[src/rtl/rect_finder.sv]
// rect_finder: scans a captured 4x4 binary matrix for the first axis-aligned
// rectangle whose four corners hold at least THRESH ones.
//
// Ports
//   clk         single clock, rising edge
//   rst_n       synchronous active-low reset
//   start       scan request, only looked at in IDLE
//   m_in        4x4 matrix, element (r,c) at bit 15-(4r+c)
//   out_ready   downstream accepts the result when rect_valid is high
//   busy        high in SCAN and DONE
//   rect_valid  result available (DONE only)
//   found       1 = rectangle meets THRESH, 0 = none exists
//   r1,r2,c1,c2 rectangle corner rows/columns (all 0 when not found)
//   m_hold      matrix captured at start
//   corner_cnt  ones count at the four corners of the reported rectangle
//
// state | meaning
// IDLE  | waiting for start
// SCAN  | evaluating one candidate rectangle per cycle, k = 0..35
// DONE  | result held until out_ready
module rect_finder #(
    parameter int THRESH = 3
) (
    input  logic        clk,
    input  logic        rst_n,
    input  logic        start,
    input  logic [15:0] m_in,
    input  logic        out_ready,
    output logic        busy,
    output logic        rect_valid,
    output logic        found,
    output logic [1:0]  r1,
    output logic [1:0]  r2,
    output logic [1:0]  c1,
    output logic [1:0]  c2,
    output logic [15:0] m_hold,
    output logic [2:0]  corner_cnt
);

    typedef enum logic [1:0] {IDLE, SCAN, DONE} state_t;

    localparam logic [2:0] THR = 3'(THRESH);

    state_t      state, state_next;
    logic [5:0]  k;
    logic [1:0]  sr1, sr2, sc1, sc2;
    logic [2:0]  pop;
    logic        hit, last;

    // Element (r,c) sits at bit 15-(4r+c), which is simply ~{r,c}.
    always_comb begin
        pop = 3'(m_hold[~{sr1, sc1}]) + 3'(m_hold[~{sr1, sc2}])
            + 3'(m_hold[~{sr2, sc1}]) + 3'(m_hold[~{sr2, sc2}]);
        hit  = (pop >= THR);
        last = (k == 6'd35);
    end

    always_comb begin
        state_next = state;
        busy       = 1'b0;
        rect_valid = 1'b0;
        case (state)
            IDLE: begin
                if (start) state_next = SCAN;
            end
            SCAN: begin
                busy = 1'b1;
                if (hit || last) state_next = DONE;
            end
            DONE: begin
                busy       = 1'b1;
                rect_valid = 1'b1;
                if (out_ready) state_next = IDLE;
            end
            default: state_next = IDLE;
        endcase
    end

    always_ff @(posedge clk) begin
        if (!rst_n) begin
            state      <= IDLE;
            k          <= '0;
            sr1        <= 2'd0;
            sr2        <= 2'd1;
            sc1        <= 2'd0;
            sc2        <= 2'd1;
            m_hold     <= '0;
            found      <= 1'b0;
            r1         <= '0;
            r2         <= '0;
            c1         <= '0;
            c2         <= '0;
            corner_cnt <= '0;
        end else begin
            state <= state_next;
            case (state)
                IDLE: begin
                    if (start) begin
                        m_hold <= m_in;
                        k      <= '0;
                        sr1    <= 2'd0;
                        sr2    <= 2'd1;
                        sc1    <= 2'd0;
                        sc2    <= 2'd1;
                    end
                end
                SCAN: begin
                    if (hit) begin
                        found      <= 1'b1;
                        r1         <= sr1;
                        r2         <= sr2;
                        c1         <= sc1;
                        c2         <= sc2;
                        corner_cnt <= pop;
                    end else if (last) begin
                        found      <= 1'b0;
                        r1         <= '0;
                        r2         <= '0;
                        c1         <= '0;
                        c2         <= '0;
                        corner_cnt <= '0;
                    end else begin
                        // Step to the next candidate: c2 innermost, then c1,
                        // then r2, then r1. k=35 is the last, so no wrap.
                        k <= k + 6'd1;
                        if (sc2 != 2'd3) begin
                            sc2 <= sc2 + 2'd1;
                        end else if (sc1 != 2'd2) begin
                            sc1 <= sc1 + 2'd1;
                            sc2 <= sc1 + 2'd2;
                        end else begin
                            sc1 <= 2'd0;
                            sc2 <= 2'd1;
                            if (sr2 != 2'd3) begin
                                sr2 <= sr2 + 2'd1;
                            end else begin
                                sr1 <= sr1 + 2'd1;
                                sr2 <= sr1 + 2'd2;
                            end
                        end
                    end
                end
                default: ;
            endcase
        end
    end

endmodule

[config.mk]
export PLATFORM = sky130hd
export DESIGN_NAME = rect_finder
export DESIGN_NICKNAME = d
export VERILOG_FILES = /design/src/rtl/rect_finder.sv
export SDC_FILE = /design/constraint.sdc
export NUM_CORES = 1
export LEC_CHECK = 0
export ABC_AREA = 1
export CORE_UTILIZATION = 35
export CTS_BUF_LIST = sky130_fd_sc_hd__clkbuf_8
export CTS_CLUSTER_SIZE = 28
export DETAILED_ROUTE_END_ITERATION = 10
export GPL_ROUTABILITY_DRIVEN = 0
export HOLD_SLACK_MARGIN = 0.02
export REMOVE_ABC_BUFFERS = 1
export SLEW_MARGIN = 20
export SYNTH_ARGS = -nofsm -noshare
export SYNTH_HDL_FRONTEND = slang
export SYNTH_SLANG_ARGS = --single-unit
[constraint.sdc]
create_clock -name clk -period 6.8 [get_ports clk]
set_clock_uncertainty 0.05 [all_clocks]
set_input_delay 1.36 -clock clk [delete_from_list [all_inputs] [get_ports clk]]
set_output_delay 1.36 -clock clk [all_outputs]
set_load 0.05 [all_outputs]
## Word-level counts from Yosys, hierarchy flattened

Cells that the tools add are included.

- Reduce and logical (&&, ||, !) cells: 12
- $mul: 0
- $lt $le $gt $ge: 5
- Bitwise logic cells: 4
- Mux-type cells: 50
- Add/subtract/negate cells: 10
- Div/mod/pow operators: 0
- Eq/ne operators: 14
- Shift operators: 0

Operators with widths:

| kind | count |
|---|---|
| $mux W2 | 27 |
| $ne A2 B2 Y1 const B | 11 |
| $lt A4 B5 Y1 const B | 4 |
| $mux W6 | 3 |
| $bmux W1 S4 | 4 |
| $not A4 Y4 | 4 |
| $pmux W2 S2 | 4 |
| $pmux W6 S2 | 1 |
| $add A2 B1 Y2 const B | 4 |
| $mux W1 | 8 |
| $reduce_and A7 Y1 | 1 |
| $add A6 B1 Y6 const B | 1 |
| $eq A6 B6 Y1 const B | 1 |
| $mux W3 | 2 |
| $pmux W2 S3 | 1 |
| $reduce_and A6 Y1 | 1 |
| $reduce_and A5 Y1 | 1 |
| $add A2 B2 Y2 const B | 2 |
| $reduce_and A2 Y1 | 2 |
| $reduce_and A4 Y1 | 1 |
| $reduce_bool A2 Y1 | 2 |
| $add A2 B1 Y3 | 1 |
| $add A3 B1 Y3 | 1 |
| $ge A3 B2 Y1 const B | 1 |
| other kinds (7) | 7 |

- Bits of input ports: 20
- Bits in writable memories: 0
- Flip-flop bits (word level): 44
- Memories: 0
- Output and inout bits: 30
- Memory bits (read-only): 0
- Latch bits: 0
- Logic and storage cells: 108

## Logic depth before layout (Yosys ltp)

- Word-level depth: 10
- Depth in mapped cells: 20
- Depth with buffers taken out: 19

## Worst setup path after synthesis

No wires, ideal clock.

- Kind: register to register
- Start point: reg m_hold[13]
- End point: reg k[5]
- Path slack: 3.878 ns
- Clock period less this slack: 2.922 ns
- Data required time: 6.640 ns
- Library setup time: 0.110 ns
- Stages on the path, launching flop included: 19
- Arrival time: 2.763 ns
- Path buffers: 1
- Cells stage by stage: dfxtp_1 nor2_1 nor2_1 o21ai_0 nand2_1 nand2_1 nand2_1 inv_1 nand2_1 fa_1 ha_1 ha_1 a21oi_2 nand2_2 nand2_4 buf_12 nand4_1 nand2_1 nor2_2

- Word-level cells in the longest chain between the ends: 8
- Elaborated cells on any way between the ends: 14
- Classes of those cells: add/sub: 3; order compare: 1; eq/ne: 1; mux: 8; reduce/logical: 1

RTL lines:

| element | line | text |
|---|---|---|
| start: declaration | 36 | `output logic [15:0] m_hold,` |
| start signal: assignment | 99 | `m_hold <= m_in;` |
| $bmux W1 S4 | 52 | `pop = 3'(m_hold[~{sr1, sc1}]) + 3'(m_hold[~{sr1, sc2}])` |
| $mux W1 (not written as such) | 52 |  |
| $add A1 B1 Y2 | 52 |  |
| $add A2 B1 Y3 | 53 | `+ 3'(m_hold[~{sr2, sc1}]) + 3'(m_hold[~{sr2, sc2}]);` |
| $add A3 B1 Y3 (*) | 53 |  |
| $ge A3 B2 Y1 (*) | 54 | `hit = (pop >= THR);` |
| $ne A2 B2 Y1 (no source line) (*) | n/a |  |
| $reduce_and A4 Y1 (no source line) (*) | n/a |  |
| end signal: assignment | 125 | `k <= k + 6'd1;` |
| end: declaration | 45 | `logic [5:0] k;` |

Mark *: on every way between the ends. The rest lies on a longest branch, timed or not. The select of a mux whose other input is x is not followed.
A chain may end at the register's enable or synchronous reset.

## Worst setup path after layout

- Start point: reg sc2[0]
- End point: reg sc2[1]

- Word-level cells in the longest chain between the ends: 9
- Elaborated cells on any way between the ends: 18
- Classes of those cells: add/sub: 4; order compare: 1; eq/ne: 2; mux: 8; bitwise: 2; reduce/logical: 1

RTL lines:

| element | line | text |
|---|---|---|
| start: declaration | 46 | `logic [1:0] sr1, sr2, sc1, sc2;` |
| start signal: assignment | 127 | `sc2 <= sc2 + 2'd1;` |
| start signal: assignment | 130 | `sc2 <= sc1 + 2'd2;` |
| $not A4 Y4 | 52 |  |
| $bmux W1 S4 | 52 |  |
| $mux W1 (not written as such) | 52 |  |
| $add A1 B1 Y2 | 52 |  |
| $add A2 B1 Y3 | 53 |  |
| $add A3 B1 Y3 | 53 |  |
| $ge A3 B2 Y1 | 54 |  |
| $ne A2 B2 Y1 (no source line) | n/a |  |
| $reduce_and A4 Y1 (no source line) | n/a |  |

Several ways; a longest one is shown, not always the timed one. The select of a mux whose other input is x is not followed.

==> reports/qor.yml <==
clock_tree:
  cts_buffers: 5
  holdBufCountCts: 0
  htreeDepth: 2
  cts_max_path_buffers: 2
  clock_latency_ps: 310
  cts.clk_slew.worst_paths_ps: 90
  cts-resized-gates: 0
  clock_sinks: 44
  cts_setup_buffers: 0
  cts_tree: "built"
  clock-root-buffer: "clkbuf_8"
grt:
  grt_pass1_vias: 2285
  grt_max_degree: 25
  grt_overflow_total: 0
  grt_util_all_layers_pct: 18.3
  grt_pass1_wl_um: 10700
  antenna_found_initial: 0
route:
  drc: 0
  via_per_inst: 4.83
  postRouteAntennaNets: 0
  drt_wl_total_um: 6050
  drt-pass1-iter-count: 4
  drt_iter0_drc: 173
  num_vias: 2393
  wl_per_cell_um: 12.2
yosys:
  yosysUniqueCellTypes: 36
  ys_seq_area_share_pct: 35.4
  synthArstFlopShare_pct: 0
  synth.most_common_cell: "nand2_1"
  synth_area_leaders: "dfxtp_1 (35%), nand2_1 (12%), nor2_1 (8.3%)"
  ys_ff_latch: 44
  avgSynthCellArea_um2: 6.97
  syn-cell-area_mm2: 0.00249
  yosysTopAreaCell: "dfxtp_1"
  synth-edff-count: 0
  postSynthCellCount: 357
  synth.top_cell.area_share_pct: 35.4
  yosysWarningCount: 0
  yosys-top-cells-count: "nand2_1 (77), nor2_1 (55), dfxtp_1 (44), nand3_1 (37), inv_1 (28)"
  ys.flop_type: "dfxtp_1"
outcome:
  status: "completed"
min_path:
  hold_depth: 2
  hold_path.class: "reg2reg"
  min_to: "corner_cnt[1]"
  hold_path_startpoint: "corner_cnt[1]"
final_layout:
  syn_to_final_growth_pct: 26.0
  nets: 429
  diodes: 0
  drive_gt1_share_pct: 7.27
floorplan:
  rows: 30
  dieArea_mm2: 0.00746
  fp.dieW_um: 86.3
  io_pins: 50
  die_h_um: 86.3
  initial_core_util_pct: 36.4
  coreArea_mm2: 0.00683
pwr:
  peakVddDrop_uv: 186
  powerDensity_mw_per_mm2: 495
  p_leak_nw: 1.28
sta:
  setup_tns_ps: 0
  worst_pin_slew_ps: 883
  period_share_pct: 51.9
  hold_violations: 0
  grt_setup_unrepaired: "no"
  holdWs_ps: 414
  max_freq_mhz: 284
  drv_slew: 0
  setup_viol: 0
  slew_headroom_pct: 41.1
  min_period_ps: 3530
placement:
  dp.final_hpwl_um: 4420
  place.port_buffers: 49
setup_path:
  r2r-end: "sc2[1]"
  start_kind: "register"
  cp.required_ps: 6970
  path_class: "reg2reg"
  critPathArrivalTime_ps: 3690
  cp_max_fo: 13
  endpoint_kind: "register"
  r2r_slack_ps: 3270
  worstRegToRegCells: 17
  cp-startpoint: "sc2[0]"
  reg2reg_from: "sc2[0]"
run:
  max_cap_viol_count: 0
area by class of cell:
type                       count  area, µm²
timing repair buffer          50        498
inverter                      29        109
clock buffer                   5       68.8
fill                         728       3690
tap                           96        120
multi-input combinational    269       1400
clock inverter                 2       60.1
sequential                    44        881
how the worst max path moves through the flow:
stage / end / slack (ps) / cells after the start
after floorplan: sc2[1] / 3760 / 19
after global routing: sc2[1] / 2870 / 17
after global placement: sc2[1] / 3410 / 17
final: sc2[1] / 3270 / 17
after CTS: sc2[1] / 3280 / 17
after detailed placement: sc2[1] / 3290 / 17
cells in the final DEF (no fill, tap or decap), types with 3 or more instances in the layout:
cell,synthesis,final
nand3_2,3,3
nand2_4,4,4
nor2_2,4,4
ha_1,9,9
o21ai_0,23,23
inv_1,28,28
nand2_1,77,77
nor2_1,55,55
clkbuf_8,0,5
nand2_2,3,3
clkdlybuf4s50_1,0,49
a21oi_1,23,23
dfxtp_1,44,44
nor3_1,3,3
nand3_1,37,37
a22oi_1,4,4
nand4_1,5,5
where the power goes:
part | leakage (nW) | internal [mW] | switching, mW
clock network | 0.0642 | 0.145 | 0.0914
registers | 0.360 | 0.321 | 0.0790
logic | 0.857 | 0.301 | 0.616
metal layers:
layer / global-route usage, % / part of all wire (%) / up-vias
met5: 0 / 0 / -
met4: 7.42 / 2.0 / 0
met2: 27.6 / 42 / 77
met1: 24.8 / 50 / 1052
met3: 4.67 / 5.7 / 11
li1: - / - / 1253
registers in the layout, summed over array words and instances, names as in the netlist:
signal / flops
m_hold: 16
state: 2
sr2: 2
corner_cnt: 3
found: 1
c2: 2
sr1: 2
c1: 2
r2: 2
sc2: 2
r1: 2
k: 6
sc1: 2
worst max-delay path: stages, from the launching register on:
cell,delay [ps]
dfxtp_1,620
inv_1,260
nand2_1,110
nand3_1,120
nand3_1,100
o211ai_1,90
and2_1,190
fa_1,440
ha_1,210
ha_1,300
a21oi_2,200
inv_1,190
nand2_1,120
nand2_1,120
nor2_4,150
nand2_1,80
nand2_1,60
nor2_1,40
stage by stage:
stage               utilization [%]  std cells  power, mW  area (µm²)  setup WS [ps]
floorplan                         -        342       1.08        2390           3760
global placement               44.0        488       1.31        3010           3410
detailed placement             44.0        488       1.32        3010           3290
CTS                            45.9        495       1.56        3140           3280
global route                   45.9        495       1.70        3140           2870
finish                         45.9        495       1.55        3140           3270
cell families after synthesis:
family,share of synthesized area [%]
simple gates,36.4
compound gates,13.5
buf+inv,8.34
flops,35.4
fa+ha+maj,5.33
xor+xnor,1.06
Power figures use the tool's default switching activity.
